## src/rtl/uninasoc_pkg.sv

```systemverilog
// uninasoc_pkg: shared SoC constants.
// Adds the PLIC sizing, register offsets and interrupt line map.
package uninasoc_pkg;

  localparam int PLIC_NUM_SOURCES = 32;
  localparam int PLIC_PRIO_W      = 3;

  localparam logic [8:0] PLIC_PRIO_BASE     = 9'h000;
  localparam logic [8:0] PLIC_PENDING_OFF   = 9'h080;
  localparam logic [8:0] PLIC_ENABLE_OFF    = 9'h100;
  localparam logic [8:0] PLIC_THRESHOLD_OFF = 9'h104;
  localparam logic [8:0] PLIC_CLAIM_OFF     = 9'h108;

  localparam int PLIC_RESERVED_INTERRUPT = 0;
  localparam int PLIC_GPIO_IN_INTERRUPT  = 1;
  localparam int PLIC_TIM0_INTERRUPT     = 2;
  localparam int PLIC_TIM1_INTERRUPT     = 3;
  localparam int PLIC_UART_INTERRUPT     = 4;

endpackage

```

## src/rtl/plic_gateway.sv

```systemverilog
// plic_gateway: per-source pending / in_service tracking.
// Ports: clock_i, reset_i, src, claim, complete -> pending, pending_d.
module plic_gateway (
  input  logic clock_i,
  input  logic reset_i,
  input  logic src,
  input  logic claim,
  input  logic complete,
  output logic pending,
  output logic pending_d
);

  logic in_service;
  logic in_service_d;

  always_comb begin
    pending_d    = pending;
    in_service_d = in_service;
    if (claim) begin
      pending_d    = 1'b0;
      in_service_d = 1'b1;
    end else begin
      if (complete && in_service) begin
        in_service_d = 1'b0;
      end
      // in_service masks re-pend until the edge after complete
      if (src && !pending && !in_service) begin
        pending_d = 1'b1;
      end
    end
  end

  always_ff @(posedge clock_i) begin
    if (reset_i) begin
      pending    <= 1'b0;
      in_service <= 1'b0;
    end else begin
      pending    <= pending_d;
      in_service <= in_service_d;
    end
  end

endmodule

```

## src/rtl/plic_lite_ctrl.sv

```systemverilog
// plic_lite_ctrl: single-context PLIC with claim/complete register port.
// Ports: clock_i, reset_i, intr_src_i, reg_* access port, irq_o.
module plic_lite_ctrl
  import uninasoc_pkg::*;
#(
  parameter int NUM_SOURCES = PLIC_NUM_SOURCES,
  parameter int PRIO_W      = PLIC_PRIO_W
) (
  input  logic                   clock_i,
  input  logic                   reset_i,
  input  logic [NUM_SOURCES-1:0] intr_src_i,
  input  logic                   reg_req_i,
  input  logic                   reg_we_i,
  input  logic [8:0]             reg_addr_i,
  input  logic [31:0]            reg_wdata_i,
  output logic                   reg_rvalid_o,
  output logic [31:0]            reg_rdata_o,
  output logic                   irq_o
);

  localparam int ID_W = $clog2(NUM_SOURCES);

  logic [6:0] word;
  logic       rd_acc;
  logic       wr_acc;
  logic       prio_sel;
  logic       pend_sel;
  logic       en_sel;
  logic       thr_sel;
  logic       clm_sel;
  logic       claim_hit;
  logic       complete_hit;

  assign word     = reg_addr_i[8:2];
  assign rd_acc   = reg_req_i && !reg_we_i;
  assign wr_acc   = reg_req_i && reg_we_i;
  assign prio_sel = (word >= PLIC_PRIO_BASE[8:2]) &&
                    (word < PLIC_PRIO_BASE[8:2] + 7'(NUM_SOURCES));
  assign pend_sel = word == PLIC_PENDING_OFF[8:2];
  assign en_sel   = word == PLIC_ENABLE_OFF[8:2];
  assign thr_sel  = word == PLIC_THRESHOLD_OFF[8:2];
  assign clm_sel  = word == PLIC_CLAIM_OFF[8:2];

  assign claim_hit    = rd_acc && clm_sel;
  assign complete_hit = wr_acc && clm_sel;

  logic [PRIO_W-1:0]      prio_q [NUM_SOURCES];
  logic [PRIO_W-1:0]      prio_d [NUM_SOURCES];
  logic [NUM_SOURCES-1:0] enable_q;
  logic [NUM_SOURCES-1:0] enable_d;
  logic [PRIO_W-1:0]      threshold_q;
  logic [PRIO_W-1:0]      threshold_d;
  logic [NUM_SOURCES-1:0] pending_q;
  logic [NUM_SOURCES-1:0] pending_d;
  logic [ID_W-1:0]        best_id_q;
  logic [ID_W-1:0]        best_id_d;
  logic [PRIO_W-1:0]      best_prio_q;
  logic [PRIO_W-1:0]      best_prio_d;
  logic [31:0]            rdata_d;
  logic [ID_W-1:0]        prio_idx;

  assign prio_idx = ID_W'(word - PLIC_PRIO_BASE[8:2]);

  always_comb begin
    enable_d    = enable_q;
    threshold_d = threshold_q;
    for (int i = 0; i < NUM_SOURCES; i++) begin
      prio_d[i] = prio_q[i];
    end
    if (wr_acc) begin
      if (en_sel) begin
        enable_d = reg_wdata_i[NUM_SOURCES-1:0];
      end
      if (thr_sel) begin
        threshold_d = reg_wdata_i[PRIO_W-1:0];
      end
      for (int i = 1; i < NUM_SOURCES; i++) begin
        if (prio_sel && prio_idx == ID_W'(i)) begin
          prio_d[i] = reg_wdata_i[PRIO_W-1:0];
        end
      end
    end
    enable_d[0] = 1'b0;
    prio_d[0]   = '0;
  end

  assign pending_q[0] = 1'b0;
  assign pending_d[0] = 1'b0;

  for (genvar g = 1; g < NUM_SOURCES; g++) begin : g_gw
    plic_gateway u_gw (
      .clock_i   (clock_i),
      .reset_i   (reset_i),
      .src       (intr_src_i[g]),
      .claim     (claim_hit && best_id_q == ID_W'(g)),
      .complete  (complete_hit &&
                  reg_wdata_i[ID_W-1:0] == ID_W'(g)),
      .pending   (pending_q[g]),
      .pending_d (pending_d[g])
    );
  end

  // Starting best_prio at threshold with a strict compare gives
  // both the threshold cut and lowest-ID tie-break.
  always_comb begin
    best_id_d   = '0;
    best_prio_d = threshold_d;
    for (int i = 1; i < NUM_SOURCES; i++) begin
      if (pending_d[i] && enable_d[i] &&
          prio_d[i] > best_prio_d) begin
        best_id_d   = ID_W'(i);
        best_prio_d = prio_d[i];
      end
    end
  end

  always_comb begin
    rdata_d = '0;
    if (rd_acc) begin
      unique case (1'b1)
        prio_sel: rdata_d = 32'(prio_q[prio_idx]);
        pend_sel: rdata_d = 32'(pending_q);
        en_sel:   rdata_d = 32'(enable_q);
        thr_sel:  rdata_d = 32'(threshold_q);
        clm_sel:  rdata_d = 32'(best_id_q);
        default:  rdata_d = '0;
      endcase
    end
  end

  always_ff @(posedge clock_i) begin
    if (reset_i) begin
      for (int i = 0; i < NUM_SOURCES; i++) begin
        prio_q[i] <= '0;
      end
      enable_q     <= '0;
      threshold_q  <= '0;
      best_id_q    <= '0;
      best_prio_q  <= '0;
      reg_rvalid_o <= 1'b0;
      reg_rdata_o  <= '0;
    end else begin
      for (int i = 0; i < NUM_SOURCES; i++) begin
        prio_q[i] <= prio_d[i];
      end
      enable_q     <= enable_d;
      threshold_q  <= threshold_d;
      best_id_q    <= best_id_d;
      best_prio_q  <= best_prio_d;
      reg_rvalid_o <= reg_req_i;
      reg_rdata_o  <= rdata_d;
    end
  end

  assign irq_o = best_id_q != '0;

endmodule

```

## config.mk

```make
export PLATFORM = sky130hd
export DESIGN_NAME = plic_lite_ctrl
export DESIGN_NICKNAME = d
export VERILOG_FILES = /design/src/rtl/uninasoc_pkg.sv /design/src/rtl/plic_gateway.sv /design/src/rtl/plic_lite_ctrl.sv
export SDC_FILE = /design/constraint.sdc
export NUM_CORES = 1
export LEC_CHECK = 0
export BUFFER_PORTS_ARGS = -buffer_cell sky130_fd_sc_hd__buf_2
export CAP_MARGIN = 0
export CELL_PAD_IN_SITES_DETAIL_PLACEMENT = 0
export CELL_PAD_IN_SITES_GLOBAL_PLACEMENT = 1
export CORE_ASPECT_RATIO = 0.9
export CORE_MARGIN = 2
export CORE_UTILIZATION = 50
export DETAILED_ROUTE_END_ITERATION = 8
export PLACE_DENSITY_LB_ADDON = 0.1
export SETUP_SLACK_MARGIN = 0.15
export SLEW_MARGIN = 20
export SYNTH_ARGS = -nofsm -noshare
export SYNTH_HDL_FRONTEND = slang
export SYNTH_HIERARCHICAL = 1
export SYNTH_SLANG_ARGS = --single-unit
```

## constraint.sdc

```tcl
create_clock -name clock_i -period 114.5 [get_ports clock_i]
set_clock_uncertainty 0.2 [all_clocks]
set_input_delay 11.45 -clock clock_i [delete_from_list [all_inputs] [get_ports clock_i]]
set_output_delay 11.45 -clock clock_i [all_outputs]
set_load 0.01 [all_outputs]
```

# --- Word level (Yosys, flattened, before mapping) ---
# Memories as Yosys holds them, arrays and structs flattened.
# Index checks and enable logic that the tools add are counted.
totals:
  reg_bits: 135
  mem_bits_rw: 96
  inputBits: 77
  word_cells: 838
  mem_count: 1
classes:
  magnitude_cmp: 33
  n_eq_ne: 97
  mux: 257
  n_bitwise: 33
  reduce_logical: 349
memory_table:
  columns: ["memory", "words", "width", "rd", "rd_clocked_by_memory_dff", "write_ports", "line", "source"]
  rows:
  - ["prio_q", 32, 3, 32, 0, 32, "plic_lite_ctrl.sv:47", "logic [PRIO_W-1:0] prio_q [NUM_SOURCES];"]
ops:
  columns: ["operator", "n"]
  rows:
  - ["3-bit 2-to-1 mux", 95]
  - ["1-bit logical AND", 253]
  - ["5-bit == test, second input constant", 48]
  - ["32-bit one-hot mux with 5 select lines", 1]
  - ["5-bit 2-to-1 mux", 30]
  - ["1-bit 2-to-1 mux", 128]
  - ["5-bit by 4-bit == test with 1-bit output, second input constant", 24]
  - ["3-bit greater-than comparator", 31]
  - ["93-bit 2-to-1 mux", 1]
  - ["32-bit 2-to-1 mux", 2]
  - ["1-bit zero test", 63]
  - ["2-bit nonzero test", 31]
  - ["5-bit by 3-bit == test with 1-bit output, second input constant", 12]
  - ["1-bit bitwise OR", 32]
  - ["5-bit by 2-bit == test with 1-bit output, second input constant", 6]
  - ["7-bit == test, second input constant", 3]
  - ["5-bit by 1-bit == test with 1-bit output, second input constant", 3]
  - ["7-bit by 6-bit == test with 1-bit output, second input constant", 1]
  - ["7-bit by 1-bit greater-or-equal comparator with 1-bit output, second input constant", 1]
  - ["7-bit by 6-bit less-than comparator with 1-bit output, second input constant", 1]
  - ["5-bit nonzero test", 1]
  - ["2-bit OR reduction", 1]
  - ["1-bit NOT", 1]

# --- Logic depth before layout (Yosys ltp) ---
# Gate-level depths: netlist (run 1).
depth:
  depth_word: 98
  ltp_mapped: 221
  mapped_depth_nobuf: 219

# --- Cells and area by module ---
# The synthesis (run 1) kept the hierarchy.
modules_own_cells:
  columns: ["module", "n_inst", "cells_each", "area_each_um2", "seq_area_each_um2"]
  rows:
  - ["plic_lite_ctrl", 1, 1500, 11813.8, 3303.2]
  - ["plic_gateway", 31, 9, 90.1, 40.0]

# --- Worst setup path after synthesis (run 1) ---
# OpenSTA, ideal clock, no wires.
synth_timing:
  path_type: "input to register"
  startpoint: "in reg_addr_i[2]"
  endpoint: "reg best_id_q[3]"
  setup_ns: 0.074
  arrival_ns: 50.251
  path_slack_ns: 63.975
  stages: 208
  path_buffers: 2
  path_cell_list: "buf_2 -> or4b_1 -> nor2_1 -> clkbuf_1 -> nand4_1 -> nor3_1 -> a21oi_1 -> nand2_1 -> mux2i_1 -> a21boi_0 -> ha_1 -> inv_1 -> nor3_1 -> o21ai_0 -> a221o_1 -> mux2i_1 -> inv_1 -> ha_1 -> [... 172 more ...] -> nand2_1 -> a221oi_2 -> a221oi_2 -> mux2_2 -> ha_1 -> inv_1 -> a21o_1 -> a21oi_1 -> nor3_1 -> inv_1 -> mux2_2 -> ha_1 -> nand3_1 -> nand2_1 -> nor3_1 -> nor2_1 -> and3b_1 -> a31oi_1"
synth_between:
  elab_cells_between_ends: 319
  classes_between: "order compare: 33; eq/ne: 34; mux: 126; reduce/logical: 126"
synth_lines:
  columns: ["item", "line", "source"]
  rows:
  - ["from (decl)", "plic_lite_ctrl.sv:14", "input logic [8:0] reg_addr_i,"]
  - ["7-bit == test (*)", "plic_lite_ctrl.sv:42", "assign clm_sel = word == PLIC_CLAIM_OFF[8:2];"]
  - ["1-bit logical AND (*)", "plic_lite_ctrl.sv:44", "assign claim_hit = rd_acc && clm_sel;"]
  - ["1-bit logical AND (*)", "plic_lite_ctrl.sv:95", ".claim (claim_hit && best_id_q == ID_W'(g)),"]
  - ["1-bit 2-to-1 mux (*)", "plic_gateway.sv:19", "if (claim) begin"]
  - ["via pending_d[1]", "plic_lite_ctrl.sv:54", "logic [NUM_SOURCES-1:0] pending_d;"]
  - ["1-bit logical AND (*) (2 in series)", "plic_lite_ctrl.sv:109", "if (pending_d[i] && enable_d[i] &&"]
  - ["3-bit 2-to-1 mux (*)", "plic_lite_ctrl.sv:109", null]
  - ["3-bit greater-than comparator", "plic_lite_ctrl.sv:110", "prio_d[i] > best_prio_d) begin"]
  - ["[... 81 more ...]", null, null]
  - ["1-bit logical AND", "plic_lite_ctrl.sv:109", null]
  - ["3-bit 2-to-1 mux", "plic_lite_ctrl.sv:109", null]
  - ["3-bit greater-than comparator", "plic_lite_ctrl.sv:110", null]
  - ["1-bit logical AND", "plic_lite_ctrl.sv:109", null]
  - ["3-bit 2-to-1 mux", "plic_lite_ctrl.sv:109", null]
  - ["3-bit greater-than comparator", "plic_lite_ctrl.sv:110", null]
  - ["1-bit logical AND", "plic_lite_ctrl.sv:109", null]
  - ["5-bit 2-to-1 mux (*)", "plic_lite_ctrl.sv:109", null]
  - ["to (signal assigned)", "plic_lite_ctrl.sv:148", "best_id_q <= best_id_d;"]
  - ["to (decl)", "plic_lite_ctrl.sv:55", "logic [ID_W-1:0] best_id_q;"]
# Mark *: on every way through the listed nets, which the timed path passes. The rest lies on a longest branch.
# A chain may end at the register's enable or synchronous reset.

# --- Worst setup path in the final report (run 1) ---
layout_timing:
  startpoint: "in reg_addr_i[3]"
  endpoint: "reg best_id_q[4]"
# Same word-level chain as after synthesis.

==> flow_metrics.env, run 1 <==
export IMPL_netlist_instances=1779
export IMPL_cp_end_kind="register"
export IMPL_dp_hpwl_um=33000
export IMPL_crit_family="compound AO/OA/AOI/OAI gates"
export IMPL_yosysTopAreaCell="dfxtp_1"
export IMPL_wl_um=44800
export IMPL_synth_top_area_share_pct=31.1
export IMPL_cp_start_kind="primary input"
export IMPL_clock_sinks=227
export IMPL_maxCapViolCount=0
export IMPL_period_share_pct=49.2
export IMPL_status="completed"
export IMPL_coreArea_mm2=0.0289
export IMPL_design_die_area_mm2=0.0306
export IMPL_grt_pass1_wl_um=69700
export IMPL_first_pass_iters=5
export IMPL_post_cts_setup_buffers=0
export IMPL_die_h_um=166
export IMPL_p_leak_nw=6.49
export IMPL_tightest_slew_ns=1.05
export IMPL_slowest_stage="nor2_1"
export IMPL_syn_nets=1892
export IMPL_multi_input_area_mm2=0.00940
export IMPL_critPathMaxStageDelay_ns=0.68
export IMPL_async_flop_share_pct=0
export IMPL_finalSetupViolCount=0
export IMPL_fin_util_pct=57.2
export IMPL_rows=59
export IMPL_antenna_found_initial=2
export IMPL_vias=13200
export IMPL_total_power_mw=0.189
export IMPL_hold_class="register to register"
export IMPL_ios=111
export IMPL_cts_buffers=28
export IMPL_place_inst=2225
export IMPL_ys_types=101
export IMPL_grt_pass1_vias=12700
export IMPL_cp_required_ns=114.76
export IMPL_register_area_mm2=0.00454
export IMPL_final_antenna_net_count=0
export IMPL_rsz0062_at_grt="no"
export IMPL_wl_per_cell_um=19.7
export IMPL_drv_slew=0
export IMPL_syn_to_final_growth_pct=13.1
export IMPL_cts_clk_slew_worst_paths_ns=0.06
export IMPL_vias_per_cell=5.81
export IMPL_crit_fanout=37
export IMPL_root_buffer="clkbuf_16"
export IMPL_slew_limit_headroom_pct=30.0
export IMPL_yosys_top_cells_count="329 x nor2_1, 227 x dfxtp_1, 121 x nand2_1"
export IMPL_drc_errors=0
export IMPL_grt_usage_pct=28.8
export IMPL_die_x_um=184
export IMPL_fmax_mhz=17.7
export IMPL_globalRouteOverflowTotal=0
export IMPL_final_cells=2279
export IMPL_period_needed_ns=56.36
export IMPL_critical_path_arrival_ns=56.62
export IMPL_critPathKind="primary input to register"
export IMPL_synth_area_mm2=0.0146
export IMPL_synthTopCellsByArea="dfxtp_1 31%, nor2_1 8.5%, mux2i_1 7.6%"
export IMPL_io_buffers=107
export IMPL_cts_tree="yes"
export IMPL_synth_ff_type="dfxtp_1"
export IMPL_syn_area_per_cell_um2=8.21
export IMPL_insertion_delay_ns=0.55
export IMPL_fillCellCount=2720
export IMPL_place_congestion=0.909
export IMPL_drive_gt1_share_pct=18.0
export IMPL_cts_path_max_buffers=3
export IMPL_grt_max_degree=116
export IMPL_yosysMostFrequentCell="nor2_1"
export IMPL_nets=1972
export IMPL_first_iter_violations=1023
export IMPL_power_density_mw_per_mm2=11.4
export IMPL_cp_num_buf_inv=13
export IMPL_cp_common_cell="ha_1"
export IMPL_synth_edf_count=0
export IMPL_final_hold_viol_count=0
export IMPL_holdBufCountCts=0
export IMPL_ir_worst_vdd_uv=12.0
export IMPL_cts_resized=0
export IMPL_yosys_warnings=6
export IMPL_ys_seq_area_share_pct=31.1
export IMPL_synth_seq_cells=227
export IMPL_htree_levels=1
export IMPL_setup_tns_ns=0
export IMPL_initial_core_util_pct=50.6
[cells by family (layout without fill, tap and decap cells)]
kind of cell / Yosys count / after routing / synth area share, %
compound gates: 418 / 418 / 21.3
fa+ha+maj: 41 / 41 / 3.44
buf+inv: 175 / 277 / 4.57
flops: 227 / 227 / 31.1
mux: 152 / 152 / 12.6
other cells: 0 / 2 / 0
simple gates: 766 / 766 / 26.9
[cell usage in the layout, fill, tap and decap left out, drive strengths merged, types with 6 or more instances in the layout]
cell type,n
a211o,9
a211oi,35
a21boi,6
a21o,17
a21oi,118
a221oi,9
a22o,6
a22oi,37
a31oi,18
and2,22
and3,11
buf,121
clkbuf,38
clkinv,8
dfxtp,227
ha,36
inv,103
mux2,17
mux2i,111
mux4,24
nand2,121
nand2b,100
nand3,27
nor2,329
nor2b,31
nor3,33
nor3b,8
nor4,10
o211ai,16
o21a,10
o21ai,57
o31a,6
o31ai,12
or2,29
or3,15
[power by group]
| group | internal (mW) | switching (mW) |
|---|---|---|
| sequential | 0.0798 | 0.000454 |
| clock | 0.0607 | 0.0369 |
| combinational | 0.00375 | 0.00704 |
[metal layers]
metal  vias to the layer above  part of all wire, %  track usage [%]
met5                         -                    0                0
met4                         0                  3.2             8.59
met3                        64                  4.9             3.46
met2                       343                   46             47.5
met1                      6360                   46             39.4
li1                       6480                    -                -
[worst paths after layout]
| kind | depth (start not counted) | slack [ns] | from | end |
|---|---|---|---|---|
| worst min-delay path | 2 | 0.27 | g_gw[11].u_gw/in_service | g_gw[11].u_gw/in_service |
| worst max-delay path | 208 | 58.14 | reg_addr_i[3] | best_id_q[4] |
| worst max register to register | 208 | 70.27 | best_id_q[1] | best_id_q[4] |
| worst min register to register | 2 | 0.27 | g_gw[11].u_gw/in_service | g_gw[11].u_gw/in_service |
[state kept, by name, summed over array words and instances (netlist names)]
| signal | count |
|---|---|
| best_id_q | 5 |
| enable_q | 31 |
| g_gw.u_gw/in_service | 31 |
| g_gw.u_gw/pending | 31 |
| prio_q | 93 |
| reg_rdata_o | 32 |
| reg_rvalid_o | 1 |
| threshold_q | 3 |
[final cells by class]
class                   count  share of cell area (%)
diodes                      2                  0.0303
clock buffers              38                    5.14
clock inverters            14                    1.10
inverters                 104                    2.36
multi-input cells        1377                    56.9
flip-flops and latches    227                    27.5
well taps                 396                    3.00
repair buffers            121                    3.92
[metrics by stage]
step / instance area, um2 / worst slack [ns] / hold slack, ns
after floorplan: 14600 / 63.97 / 0.244
after global placement: 15500 / 58.46 / 0.257
after detailed placement: 15500 / 58.17 / 0.260
after CTS: 16500 / 58.48 / 0.271
after global routing: 16500 / 54.36 / 0.290
final: 16500 / 58.14 / 0.268
[worst register-to-register path: cells and delay by family, from the launching register on]
kind / cells / cell delay (ns)
mux: 10 / 3.13
buf+inv: 11 / 0.88
flops: 1 / 0.50
simple gates: 75 / 12.31
fa+ha+maj: 34 / 9.87
compound gates: 78 / 17.21
Note: power is estimated with default switching activity, not from simulation.
==> run 2: changes to the inputs <==
CORE_UTILIZATION = 46   (was 50)
clock period = 53.4 ns   (was 114.5 ns; I/O delays follow)
==> flow_metrics.env, run 2 (synthesis gave the netlist of run 1 again) <==
export IMPL_ir_worst_vdd_uv=23.6
export IMPL_vias_per_cell=5.77
export IMPL_drc_errors=0
export IMPL_io_buffers=107
export IMPL_rsz0062_at_grt="no"
export IMPL_initial_core_util_pct=47.0
export IMPL_cts_path_max_buffers=3
export IMPL_final_antenna_net_count=0
export IMPL_syn_to_final_growth_pct=11.9
export IMPL_slowest_stage="or4b_1"
export IMPL_critPathMaxStageDelay_ns=0.65
export IMPL_largest_reg_flops=93
export IMPL_power_density_mw_per_mm2=22.7
export IMPL_cp_required_ns=53.65
export IMPL_critical_path_arrival_ns=49.72
export IMPL_p_seq_share_pct=46.5
export IMPL_clkPwrFrac_pct=47.2
export IMPL_tightest_slew_ns=1.10
export IMPL_holdBufCountCts=0
export IMPL_crit_family="compound AO/OA/AOI/OAI gates"
export IMPL_final_common_cell="nor2_1"
export IMPL_wl_um=45300
export IMPL_holdWs_ns=0.271
export IMPL_dp_hpwl_um=33900
export IMPL_rows=61
export IMPL_first_pass_iters=5
export IMPL_maxCapViolCount=0
export IMPL_fmax_mhz=20.2
export IMPL_nets=1969
export IMPL_p_switching_mw=0.0881
export IMPL_critPathKind="primary input to register"
export IMPL_top_regs="prio_q (93), reg_rdata_o (32)"
export IMPL_grt_usage_pct=26.8
export IMPL_die_h_um=173
export IMPL_drive_gt1_share_pct=17.4
export IMPL_top_register="prio_q"
export IMPL_first_iter_violations=1030
export IMPL_insertion_delay_ns=0.53
export IMPL_period_needed_ns=49.47
export IMPL_place_congestion=0.930
export IMPL_finalSetupViolCount=0
export IMPL_final_hold_viol_count=0
export IMPL_htree_levels=1
export IMPL_drv_slew=0
export IMPL_vias=13200
export IMPL_post_cts_setup_buffers=0
export IMPL_globalRouteOverflowTotal=0
export IMPL_hold_class="register to register"
export IMPL_cts_buffers=25
export IMPL_combPwrFrac_pct=6.3
export IMPL_coreArea_mm2=0.0311
export IMPL_wl_per_cell_um=19.8
export IMPL_status="completed"
export IMPL_clock_sinks=227
export IMPL_p_sw_share_pct=23.8
export IMPL_total_power_mw=0.370
export IMPL_crit_fanout=37
export IMPL_ios=111
export IMPL_grt_max_degree=85
export IMPL_antenna_found_initial=1
export IMPL_intPower_mw=0.282
export IMPL_slew_limit_headroom_pct=26.4
export IMPL_setup_tns_ns=0
export IMPL_die_x_um=192
export IMPL_p_leak_nw=6.38
export IMPL_cp_end_kind="register"
export IMPL_design_die_area_mm2=0.0332
export IMPL_cp_start_kind="primary input"
export IMPL_cp_num_buf_inv=14
export IMPL_grt_pass1_wl_um=70000
export IMPL_root_buffer="clkbuf_16"
export IMPL_period_share_pct=92.6
export IMPL_cts_clk_slew_worst_paths_ns=0.06
export IMPL_fillCellCount=3006
export IMPL_cp_common_cell="ha_1"
export IMPL_cts_tree="yes"
export IMPL_layout_common_cells="327 x nor2_1, 227 x dfxtp_1, 121 x nand2_1"
export IMPL_grt_pass1_vias=12500
run 2: cell types whose count changed in the layout (fill, tap and decap cells not counted), moves of 2 or more:
cell and delta:
buf_4 -2, clkinvlp_4 -2, clkbuf_16 -4, clkbuf_1 +7
clkbuf_8 -4, clkinv_2 -4, bufinv_16 -2
run 2: repair_timing:
| item | CTS | global route |
|---|---|---|
| endpoints found under the hold margin | 0 | 0 |
| gates resized for setup | 0 | 4 |
| endpoints found under the setup margin | 0 | 5 |
run 2: cell type report:
| cell class | count | area [um2] | area share, % |
|---|---|---|---|
| Multi-Input combinational cell | 1377 | 9420 | 57.7 |
| Sequential cell | 227 | 4540 | 27.8 |
| Clock buffer | 37 | 721 | 4.41 |
| Timing Repair Buffer | 121 | 651 | 3.98 |
| Tap cell | 409 | 512 | 3.13 |
| Inverter | 104 | 390 | 2.39 |
| Clock inverter | 7 | 95.1 | 0.582 |
| Antenna cell | 1 | 2.50 | 0.0153 |
run 2: metal layers:
layer  routed length [um]  track usage (%)  vias to the layer above  share of wire, %
li1                     -                -                     6482                 -
met1                20800             37.1                     6287                46
met2                20700             43.2                      346                46
met3                 2190             3.09                       69               4.8
met4                 1580             8.78                        0               3.5
met5                    0                0                        -                 0
run 2: worst paths after layout:
| path | startpoint | to | slack [ns] | cells after the start |
|---|---|---|---|---|
| min | g_gw[2].u_gw/in_service | g_gw[2].u_gw/in_service | 0.27 | 2 |
| max | reg_addr_i[3] | best_id_q[4] | 3.93 | 210 |
| min reg2reg | g_gw[2].u_gw/in_service | g_gw[2].u_gw/in_service | 0.27 | 2 |
| max reg2reg | best_id_q[1] | best_id_q[4] | 9.47 | 210 |
run 2: worst min-delay path, cell delays in order, from the launching register on:
cell	delay [ns]
dfxtp_1	0.31
nand2b_1	0.06
a21oi_1	0.06
run 2: power groups by stage:
stage               Sequential [mW]  Clock (mW)  Combinational (mW)
global route                  0.172       0.184              0.0251
detailed placement            0.176           0              0.0232
finish                        0.172       0.175              0.0232
floorplan                     0.176           0              0.0137
CTS                           0.172       0.178              0.0232
global placement              0.176           0              0.0229
run 2: per-stage QoR:
| stage | util (%) | instance area [um2] | setup WS [ns] | std cells |
|---|---|---|---|---|
| floorplan | - | 14600 | 8.98 | 1779 |
| global placement | 49.9 | 15500 | 3.52 | 2237 |
| detailed placement | 49.9 | 15500 | 3.18 | 2237 |
| CTS | 52.5 | 16300 | 3.57 | 2281 |
| global route | 52.6 | 16300 | 0.217 | 2283 |
| finish | 52.6 | 16300 | 3.93 | 2283 |
==> run 3: changes to the inputs <==
GPL_TIMING_DRIVEN = 0   (was unset)
clock period = 50.9 ns   (was 53.4 ns; I/O delays follow)
==> flow_metrics.env, run 3 (synthesis gave the netlist of run 1 again) <==
export IMPL_dp_hpwl_um=37800
export IMPL_drv_slew=0
export IMPL_cts_tree="yes"
export IMPL_place_congestion=0.905
export IMPL_p_leak_nw=6.46
export IMPL_final_antenna_net_count=0
export IMPL_grt_pass1_wl_um=72400
export IMPL_vias=13600
export IMPL_cp_start_kind="primary input"
export IMPL_ir_worst_vdd_uv=23.9
export IMPL_fmax_mhz=20.9
export IMPL_cp_end_kind="register"
export IMPL_slowest_stage="or4b_4"
export IMPL_fillCellCount=3057
export IMPL_crit_family="compound AO/OA/AOI/OAI gates"
export IMPL_initial_core_util_pct=47.0
export IMPL_drive_gt1_share_pct=17.6
export IMPL_holdWs_ns=0.270
export IMPL_slew_limit_headroom_pct=25.8
export IMPL_htree_levels=1
export IMPL_maxCapViolCount=0
export IMPL_setup_tns_ns=0
export IMPL_first_iter_violations=1043
export IMPL_clock_sinks=227
export IMPL_top_regs="prio_q (93), reg_rdata_o (32)"
export IMPL_grt_max_degree=48
export IMPL_cp_num_buf_inv=14
export IMPL_finalSetupViolCount=0
export IMPL_critPathKind="primary input to register"
export IMPL_globalRouteOverflowTotal=0
export IMPL_root_buffer="clkbuf_16"
export IMPL_final_common_cell="nor2_1"
export IMPL_wl_per_cell_um=20.4
export IMPL_vias_per_cell=5.80
export IMPL_drc_errors=0
export IMPL_worstHoldPathCells=2
export IMPL_cp_common_cell="ha_1"
export IMPL_io_buffers=102
export IMPL_power_density_mw_per_mm2=23.4
export IMPL_status="completed"
export IMPL_cts_path_max_buffers=3
export IMPL_tightest_slew_ns=1.11
export IMPL_first_pass_iters=5
export IMPL_die_x_um=192
export IMPL_grt_pass1_vias=12800
export IMPL_cp_required_ns=51.13
export IMPL_multi_input_area_mm2=0.00951
export IMPL_rows=61
export IMPL_ios=111
export IMPL_hold_class="register to register"
export IMPL_syn_to_final_growth_pct=14.1
export IMPL_grt_usage_pct=28.1
export IMPL_coreArea_mm2=0.0311
export IMPL_rsz0062_at_grt="no"
export IMPL_design_die_area_mm2=0.0332
export IMPL_layout_common_cells="329 x nor2_1, 227 x dfxtp_1, 121 x nand2_1"
export IMPL_crit_cells=209
export IMPL_nets=2032
export IMPL_critPathMaxStageDelay_ns=0.59
export IMPL_layout_setup_ws_ns=3.05
export IMPL_top_register="prio_q"
export IMPL_largest_reg_flops=93
export IMPL_final_cells=2346
export IMPL_place_ws_ns=0.960
export IMPL_crit_fanout=10
export IMPL_wl_um=47900
export IMPL_place_inst=2292
export IMPL_register_area_mm2=0.00454
export IMPL_cts_buffers=25
export IMPL_r2r_cells=209
export IMPL_critical_path_arrival_ns=48.08
export IMPL_insertion_delay_ns=0.54
export IMPL_period_share_pct=94.0
export IMPL_antenna_found_initial=3
export IMPL_period_needed_ns=47.85
export IMPL_die_h_um=173
export IMPL_final_hold_viol_count=0
export IMPL_cts_clk_slew_worst_paths_ns=0.06
run 3: through the flow:
stage	area, um2	total power, mW	utilization [%]
floorplan	14600	0.199	-
global placement	15600	0.210	50.3
detailed placement	15700	0.210	50.4
CTS	16500	0.393	53.1
global route	16700	0.403	53.7
finish	16700	0.391	53.7
run 3: layer usage:
| metal | track usage (%) | routed length, um | share of wire (%) |
|---|---|---|---|
| met5 | 0 | 0 | 0 |
| met2 | 45.7 | 22100 | 46 |
| met3 | 3.23 | 2460 | 5.1 |
| met1 | 38.7 | 21800 | 45 |
| met4 | 9.01 | 1610 | 3.4 |
run 3: worst reg2reg max path: cells and delay by family, from the launching register on:
family,cells,cell delay [ns]
mux,11,2.94
buf+inv,12,1.15
fa+ha+maj,34,9.88
compound gates,77,16.48
flops,1,0.30
simple gates,75,11.77
run 3: report_power, final:
group	total [mW]	internal (mW)	switching [mW]
combinational	0.0261	0.00896	0.0172
sequential	0.181	0.180	0.00107
clock	0.184	0.108	0.0762
total	0.391	0.296	0.0944
run 3: worst paths after layout:
path / from / endpoint / slack (ns)
worst max register to register: best_id_q[1] / best_id_q[4] / 8.08
worst max-delay path: reg_addr_i[4] / best_id_q[4] / 3.05
worst min register to register: g_gw[11].u_gw/in_service / g_gw[11].u_gw/in_service / 0.27
worst min-delay path: g_gw[11].u_gw/in_service / g_gw[11].u_gw/in_service / 0.27
run 3: cell type report:
type | instances | area share (%)
Tap cell | 409 | 3.07
Antenna cell | 3 | 0.0450
Sequential cell | 227 | 27.3
Clock inverter | 13 | 0.923
Inverter | 104 | 2.34
Clock buffer | 29 | 3.96
Buffer | 71 | 1.67
Multi-Input combinational cell | 1377 | 57.1
Timing Repair Buffer | 113 | 3.68
run 3: what timing repair did:
| item | 4_1_cts | 5_1_grt |
|---|---|---|
| buffers inserted | 0 | 9 |
| hold buffers | 0 | 0 |
| gates resized for setup | 0 | 26 |
| setup endpoints to repair | 0 | 5 |
| endpoints found under the hold margin | 0 | 0 |
